<file path="src/rtl/pipe_mux_reg_if.sv">
// Handshake bundle for pipe_mux_reg: channelised input side, registered output side.
interface pipe_mux_reg_if #(
  parameter int unsigned WIDTH = 32,
  parameter int unsigned N     = 4,
  parameter int unsigned SEL_W = 2
);
  logic [N*WIDTH-1:0] in_data;
  logic [SEL_W-1:0]   sel;
  logic               in_valid;
  logic               in_ready;
  logic               flush;
  logic [WIDTH-1:0]   out_data;
  logic               out_err;
  logic               out_valid;
  logic               out_ready;

  modport master (
    output in_data, sel, in_valid, flush, out_ready,
    input  in_ready, out_data, out_err, out_valid
  );

  modport slave (
    input  in_data, sel, in_valid, flush, out_ready,
    output in_ready, out_data, out_err, out_valid
  );
endinterface

</file>
<file path="src/rtl/pipe_mux_reg.sv">
// N-to-1 channel mux captured into a 2-entry skid buffer (head + skid).
// in_ready is registered and depends only on skid occupancy, so there is
// no combinational path from out_ready back to in_ready.
module pipe_mux_reg #(
  parameter int unsigned WIDTH = 32,
  parameter int unsigned N     = 4,
  parameter int unsigned SEL_W = 2
) (
  input logic            clk,
  input logic            rst,
  pipe_mux_reg_if.slave  bus
);

  typedef enum logic [1:0] {StEmpty, StOne, StFull} state_e;

  state_e           state_q, state_d;
  logic             in_ready_q;
  logic [WIDTH-1:0] head_data_q, skid_data_q;
  logic             head_err_q, skid_err_q;

  logic [WIDTH-1:0] new_data;
  logic             new_err;
  logic             accept, pop, out_valid;
  logic             load_head, load_skid, skid_to_head;

  assign out_valid = (state_q != StEmpty);
  assign accept    = bus.in_valid & in_ready_q;
  assign pop       = out_valid & bus.out_ready;

  // Channel select; an out-of-range select stores zero data flagged as an error.
  always_comb begin
    new_data = '0;
    new_err  = 1'b1;
    for (int k = 0; k < int'(N); k++) begin
      if (int'(bus.sel) == k) begin
        new_data = bus.in_data[k*WIDTH +: WIDTH];
        new_err  = 1'b0;
      end
    end
  end

  // Occupancy next-state and buffer load controls; flush overrides everything.
  always_comb begin
    state_d      = state_q;
    load_head    = 1'b0;
    load_skid    = 1'b0;
    skid_to_head = 1'b0;
    unique case (state_q)
      StEmpty: begin
        if (accept) begin
          state_d   = StOne;
          load_head = 1'b1;
        end
      end
      StOne: begin
        if (accept && pop) begin
          load_head = 1'b1;
        end else if (accept) begin
          state_d   = StFull;
          load_skid = 1'b1;
        end else if (pop) begin
          state_d = StEmpty;
        end
      end
      StFull: begin
        if (pop) begin
          state_d      = StOne;
          skid_to_head = 1'b1;
        end
      end
      default: state_d = StEmpty;
    endcase
    if (bus.flush) begin
      state_d      = StEmpty;
      load_head    = 1'b0;
      load_skid    = 1'b0;
      skid_to_head = 1'b0;
    end
  end

  // Occupancy state and registered ready (ready == skid slot free next cycle).
  always_ff @(posedge clk) begin
    if (rst) begin
      state_q    <= StEmpty;
      in_ready_q <= 1'b1;
    end else begin
      state_q    <= state_d;
      in_ready_q <= (state_d != StFull);
    end
  end

  // Data registers hold unless loaded; valid state alone qualifies them.
  always_ff @(posedge clk) begin
    if (rst) begin
      head_data_q <= '0;
      head_err_q  <= 1'b0;
      skid_data_q <= '0;
      skid_err_q  <= 1'b0;
    end else begin
      if (load_head) begin
        head_data_q <= new_data;
        head_err_q  <= new_err;
      end else if (skid_to_head) begin
        head_data_q <= skid_data_q;
        head_err_q  <= skid_err_q;
      end
      if (load_skid) begin
        skid_data_q <= new_data;
        skid_err_q  <= new_err;
      end
    end
  end

  assign bus.in_ready  = in_ready_q;
  assign bus.out_valid = out_valid;
  assign bus.out_data  = head_data_q;
  assign bus.out_err   = head_err_q;

endmodule

</file>
<file path="src/flat_wrapper.sv">
// flat-port wrapper written by rule: the top's interface ports become plain ports
module pipe_mux_reg_flat 
#(
  parameter int unsigned WIDTH = 32,
  parameter int unsigned N     = 4,
  parameter int unsigned SEL_W = 2
)
  (clk, rst, bus_in_data, bus_sel, bus_in_valid, bus_flush, bus_out_ready, bus_in_ready, bus_out_data, bus_out_err, bus_out_valid);
  pipe_mux_reg_if #(.WIDTH(WIDTH), .N(N), .SEL_W(SEL_W)) bus_i ();
  input logic clk;
  input logic rst;
  input wire logic [$bits(bus_i.in_data)-1:0] bus_in_data;
  input wire logic [$bits(bus_i.sel)-1:0] bus_sel;
  input wire logic [$bits(bus_i.in_valid)-1:0] bus_in_valid;
  input wire logic [$bits(bus_i.flush)-1:0] bus_flush;
  input wire logic [$bits(bus_i.out_ready)-1:0] bus_out_ready;
  output wire logic [$bits(bus_i.in_ready)-1:0] bus_in_ready;
  output wire logic [$bits(bus_i.out_data)-1:0] bus_out_data;
  output wire logic [$bits(bus_i.out_err)-1:0] bus_out_err;
  output wire logic [$bits(bus_i.out_valid)-1:0] bus_out_valid;
  assign bus_i.in_data = bus_in_data;
  assign bus_i.sel = bus_sel;
  assign bus_i.in_valid = bus_in_valid;
  assign bus_i.flush = bus_flush;
  assign bus_i.out_ready = bus_out_ready;
  assign bus_in_ready = bus_i.in_ready;
  assign bus_out_data = bus_i.out_data;
  assign bus_out_err = bus_i.out_err;
  assign bus_out_valid = bus_i.out_valid;
  pipe_mux_reg #(.WIDTH(WIDTH), .N(N), .SEL_W(SEL_W)) u_core (.clk(clk), .rst(rst), .bus(bus_i));
endmodule
</file>
<file path="config.mk">
export PLATFORM = sky130hd
export DESIGN_NAME = pipe_mux_reg_flat
export DESIGN_NICKNAME = d
export VERILOG_FILES = /design/src/rtl/pipe_mux_reg_if.sv /design/src/rtl/pipe_mux_reg.sv /design/src/flat_wrapper.sv
export SDC_FILE = /design/constraint.sdc
export NUM_CORES = 1
export LEC_CHECK = 0
export CORE_MARGIN = 2
export CORE_UTILIZATION = 30
export CTS_CLUSTER_SIZE = 25
export DETAILED_ROUTE_END_ITERATION = 8
export RECOVER_POWER = 50
export SYNTH_ARGS = -nofsm -noshare
export SYNTH_HDL_FRONTEND = slang
export SYNTH_SLANG_ARGS = --single-unit
</file>
<file path="constraint.sdc">
create_clock -name clk -period 1.81 [get_ports clk]
set_input_delay 0.362 -clock clk [delete_from_list [all_inputs] [get_ports clk]]
set_output_delay 0.362 -clock clk [all_outputs]
set_load 0.05 [all_outputs]
</file>
Word-level counts from Yosys, hierarchy flattened. Index checks and enable logic that the tools add are counted. W data, S select, Z words.

$add $sub $neg: 0. Shift operators: 0. Reduce and logical (&&, ||, !) cells: 5. Divide/modulo/power cells: 0. Order comparisons: 0. Multiply operators: 0. Bitwise logic cells: 2. Multiplexer cells: 29. Equality and inequality tests: 6.

Operator list (count): $mux W32 (6); $mux W1 (15); $mux W2 (6); $eq A2 B2 Y1 const B (3); $pmux W2 S3 (1); $eq A2 B1 Y1 const B (2); $logic_not A2 Y1 (2); $reduce_bool A2 Y1 (2); $and A1 B1 Y1 (2); $ne A2 B2 Y1 const B (1); $pmux W1 S2 (1); $logic_and A1 B1 Y1 (1).

Memories kept: 0. Bits in writable memories: 0. Bits in latches: 0. Input bits: 135. Bits in registers: 69. Word-level logic and storage cells: 48. Output and inout bits: 35. Bits in read-only memories: 0.

Longest topological paths before layout. Gate-level depths: netlist of the first run.

Depth after elaboration: 8. Gate-level depth with buffers: 6. Depth with buffers taken out: 4.

Worst setup path after synthesis of the first run. No wires, ideal clock.

Path type: input port to flip-flop. Start: input bus_sel[0]. End: register u_core.head_data_q[10] (netlist: u_core.bus.out_data[10]). Setup time: 132 ps. Arrival: 1549 ps. Data required time: 1678 ps. Stages on the path: 5. Buffers on the path: 2. Setup slack: 129 ps. Cells stage by stage: buf_2 buf_2 mux4_2 a22oi_1 a21oi_1.

Cells in the longest elaborated chain, start to end: 6. Elaborated cells between the ends (all ways): 9. Classes of those cells: eq/ne (3); mux (5); reduce/logical (1).

RTL lines: start: declaration (RTL line flat_wrapper.sv:13) `input wire logic [$bits(bus_i.sel)-1:0] bus_sel;`; $logic_not A2 Y1 (RTL line pipe_mux_reg.sv:35) `if (int'(bus.sel) == k) begin`; $mux W32 (3 in series) (RTL line pipe_mux_reg.sv:35); $mux W32 * (RTL line pipe_mux_reg.sv:35); $mux W32 * (RTL line pipe_mux_reg.sv:100) `if (load_head) begin`; end signal: assignment (RTL line pipe_mux_reg.sv:101) `head_data_q <= new_data;`; end signal: assignment (RTL line pipe_mux_reg.sv:104) `head_data_q <= skid_data_q;`; end: declaration (RTL line pipe_mux_reg.sv:18) `logic [WIDTH-1:0] head_data_q, skid_data_q;`.

Mark *: on every way between the ends. The rest lies on a longest branch, timed or not. A chain may end at the register's enable or synchronous reset.

Final worst setup path of the first run.
Start: input bus_in_valid. End: register u_core.head_data_q[27] (netlist: u_core.bus.out_data[27]).

Cells in the longest elaborated chain, start to end: 6. Elaborated cells between the ends (all ways): 8. Classes of those cells: mux (5); bitwise (1); reduce/logical (2).

RTL lines: start: declaration (RTL line flat_wrapper.sv:14) `input wire logic [$bits(bus_i.in_valid)-1:0] bus_in_valid;`; $and A1 B1 Y1 * (RTL line pipe_mux_reg.sv:27) `assign accept = bus.in_valid & in_ready_q;`; $logic_and A1 B1 Y1 (RTL line pipe_mux_reg.sv:56) `if (accept && pop) begin`; $mux W1 (RTL line pipe_mux_reg.sv:56); $pmux W1 S2 * (RTL line pipe_mux_reg.sv:48) `unique case (state_q)`; $mux W1 * (RTL line pipe_mux_reg.sv:73) `if (bus.flush) begin`; $mux W32 or $reduce_bool A2 Y1 (tied branches).

Marks and branches as above.

==> results of run 1 <==
==> how the worst max path moves through the flow <==
| stage | endpoint | slack, ns | depth (start not counted) |
|---|---|---|---|
| floorplan | u_core.bus.out_data[10] | 0.13 | 5 |
| global placement | u_core.bus.out_err | -0.06 | 5 |
| detailed placement | u_core.bus.out_data[27] | -0.11 | 7 |
| CTS | bus_out_valid | 0.23 | 2 |
| global route | u_core.bus.out_data[1] | 0.16 | 7 |
| finish | u_core.bus.out_data[27] | 0.22 | 7 |
==> stage by stage <==
step           instance area [µm²]  hold WS (ns)
3_5_place_dp                  5250         0.446
6_report                      5300         0.432
2_1_floorplan                 3340         0.427
3_3_place_gp                  5250         0.439
5_1_grt                       5300         0.433
4_1_cts                       5420         0.418
==> state kept, by name, indices dropped and copies added, names as in the netlist <==
name / count
u_core.bus.in_ready: 1
u_core.bus.out_data: 32
u_core.bus.out_err: 1
u_core.skid_data_q: 32
u_core.state_q: 2
u_core.skid_err_q: 1
==> cells in the mapped netlist <==
master    count  area, µm²
nand2b_1      1       6.26
nor3b_1       2       15.0
a21oi_1      65        325
inv_1         1       3.75
and4bb_4      1       16.3
clkbuf_1     13       48.8
and2_1        1       6.26
and2_4        1       8.76
o21a_1        1       7.51
buf_4         1       7.51
a22oi_1      32        240
o21ai_0       1       5.00
nand2_1     100        375
mux4_2       32        721
dfxtp_1      69       1380
or3b_1        1       8.76
a21oi_2       1       8.76
and4bb_1      1       12.5
nor2b_1       2       12.5
buf_1         4       15.0
buf_2        14       70.1
or2_2         1       6.26
o22a_1        1       8.76
mux2i_1       1       10.0
nor3_1        2       10.0
buf_6         1       11.3
==> routing by layer <==
layer,GRT usage,vias to the layer above,wire [µm],share of wire
met2,0.329,114,5440,0.53
li1,-,1604,-,-
met5,0,-,0,0
met1,0.185,1608,3920,0.38
met3,0.0451,17,751,0.073
met4,0.0606,0,159,0.015
==> cell type report <==
cell class | instances | area (µm²) | area share
timing repair buffer | 192 | 1750 | 0.330
clock inverter | 1 | 5.00 | 0.000945
tap | 140 | 175 | 0.0331
inverter | 1 | 3.75 | 0.000709
multi-input combinational | 247 | 1810 | 0.342
sequential | 69 | 1380 | 0.261
clock buffer | 14 | 173 | 0.0326
==> kinds of logic after synthesis <==
group | synth area share
simple gates | 0.143
compound gates | 0.178
flops | 0.413
buf+inv | 0.0468
mux | 0.219
==> layout by cell type (no fill, tap or decap), types with 3 or more instances in the layout <==
cell type | Yosys | layout
buf_4 | 1 | 15
buf_12 | 0 | 9
clkbuf_1 | 13 | 36
buf_2 | 14 | 3
clkbuf_8 | 0 | 12
clkdlybuf4s50_1 | 0 | 130
a22oi_1 | 32 | 32
dfxtp_1 | 69 | 69
a21oi_1 | 65 | 65
nand2_1 | 100 | 100
mux4_2 | 32 | 32
==> power breakdown <==
group	switching [mW]	internal [mW]	total, mW
clock network	0.538	0.602	1.14
registers	0.0255	1.57	1.59
logic	0.391	0.477	0.868
==> worst reg2reg max path, delay by kind of cell (launching register included) <==
family	cells	cell delay (ns)
flops	1	0.44
compound gates	2	0.33
simple gates	2	0.32
buf+inv	2	0.32
==> out/qor.yml, run 1 <==
global_routing:
  grt_pass1_vias: 3421
  grt_first_pass_wirelength_mm: 16.1
  grt_overflow: 0
  antenna_found_initial: 0
  grt_max_degree: 37
  track_usage: 0.174
synth:
  syn-num-nets: 485
  synthDistinctLibCells: 26
  avgSynthCellArea_um2: 9.55
  seq_area_frac_synth: 0.413
  synth_area_um2: 3340
  synth-seq-cells: 69
  synth_warnings: 0
  syn-instance-count: 350
die:
  die_h_um: 110
  coreArea_um2: 10800
  boundaryPins: 170
  die_x_um: 110
  die-area_um2: 12000
  rows: 38
  start_util: 0.308
route:
  num_vias: 3343
  wl_per_cell_um: 15.5
  drtIter0Drc: 98
  drc: 0
  ant_nets: 0
  drt-total-wl_mm: 10.3
  firstDrtPassIters: 4
  via_per_inst: 5.03
critical_path:
  required_ns: 2.07
  crit_chain: "dlygate4sd3_1 > and4bb_4 > buf_4 > a21oi_4 > buf_12 > nand2_1 > a21oi_1"
  crit_path_start: "bus_in_valid"
  cp-end-kind: "register"
  cp.arrival_ns: 1.86
  reg2regPathDepth: 6
  slowest_delay_ns: 0.55
  crit_family: "buffers and inverters"
  cp_slowest_cell: "dlygate4sd3_1"
  r2r_start: "u_core.state_q[1]"
  path_buf_inv: 3
  worstSetupStartpointType: "input port"
  r2r-end: "u_core.bus.out_data[27]"
  ff2ff_setup_slack_ns: 0.34
  path_max_fanout: 18
  worstSetupPathType: "in2reg"
sta:
  max_freq_ghz: 0.628
  hold_viol_final: 0
  relSlewSlack: 0.569
  drv_slew: 0
  setup_viol: 0
  fin_setup_tns_ns: 0
  period_minus_slack_ns: 1.59
  tightest_slew_ns: 0.649
  fin_crit_sh: 0.880
  clock_skew_ns: 0.00246
  setup_slack_ns: 0.217
  rsz0062_at_grt: "no"
final_layout:
  drive_gt1_frac: 0.147
  fill_cells: 1055
  instances_no_fill: 664
  nNetsFinal: 655
  num_antenna_cells: 0
  final_core_util: 0.489
  area_growth_pct: 58.5
clock_network:
  clk_path_buf_depth: 2
  worstSkewPairLatency_ns: 0.33
  cts_buffers: 9
  root_buffer: "clkbuf_8"
  cts_resized: 0
  cts_setup_buffers: 0
  hold_buffers: 0
  clkSlewWorstSetupHoldPaths_ns: 0.07
  cts_tree: "yes"
  clock-sinks: 69
  htreeDepth: 3
placement:
  post-place-ws_ns: -0.109
  port_buffers: 169
  hpwl_mm: 7.81
  gp_congestion: 0.736
  place_inst: 649
hold_path:
  hold_class: "in2reg"
  hp-start: "rst"
  hold_path_depth: 2
  min_to: "u_core.bus.out_data[2]"
pwr:
  power_mw: 3.60
  peakVddDrop_mv: 0.295
  power_leakage_nw: 1.82
  p_per_area_nw_per_um2: 680
run:
  maxCapViolations: 0
run_status:
  status: "finished clean"
Power figures use the tool's default switching activity.
==> inputs of run 2 (changes only) <==
--- a/config.mk
+++ b/config.mk
@@ -5,11 +5,13 @@
 export SDC_FILE = /design/constraint.sdc
 export NUM_CORES = 1
 export LEC_CHECK = 0
+export ABC_CLOCK_PERIOD_IN_PS = 1810
 export CORE_MARGIN = 2
 export CORE_UTILIZATION = 30
 export CTS_CLUSTER_SIZE = 25
 export DETAILED_ROUTE_END_ITERATION = 8
 export RECOVER_POWER = 50
+export SLEW_MARGIN = 40
 export SYNTH_ARGS = -nofsm -noshare
 export SYNTH_HDL_FRONTEND = slang
 export SYNTH_SLANG_ARGS = --single-unit
==> results of run 2 <==
Final layout, timing and power as in run 1 (identical DEF).
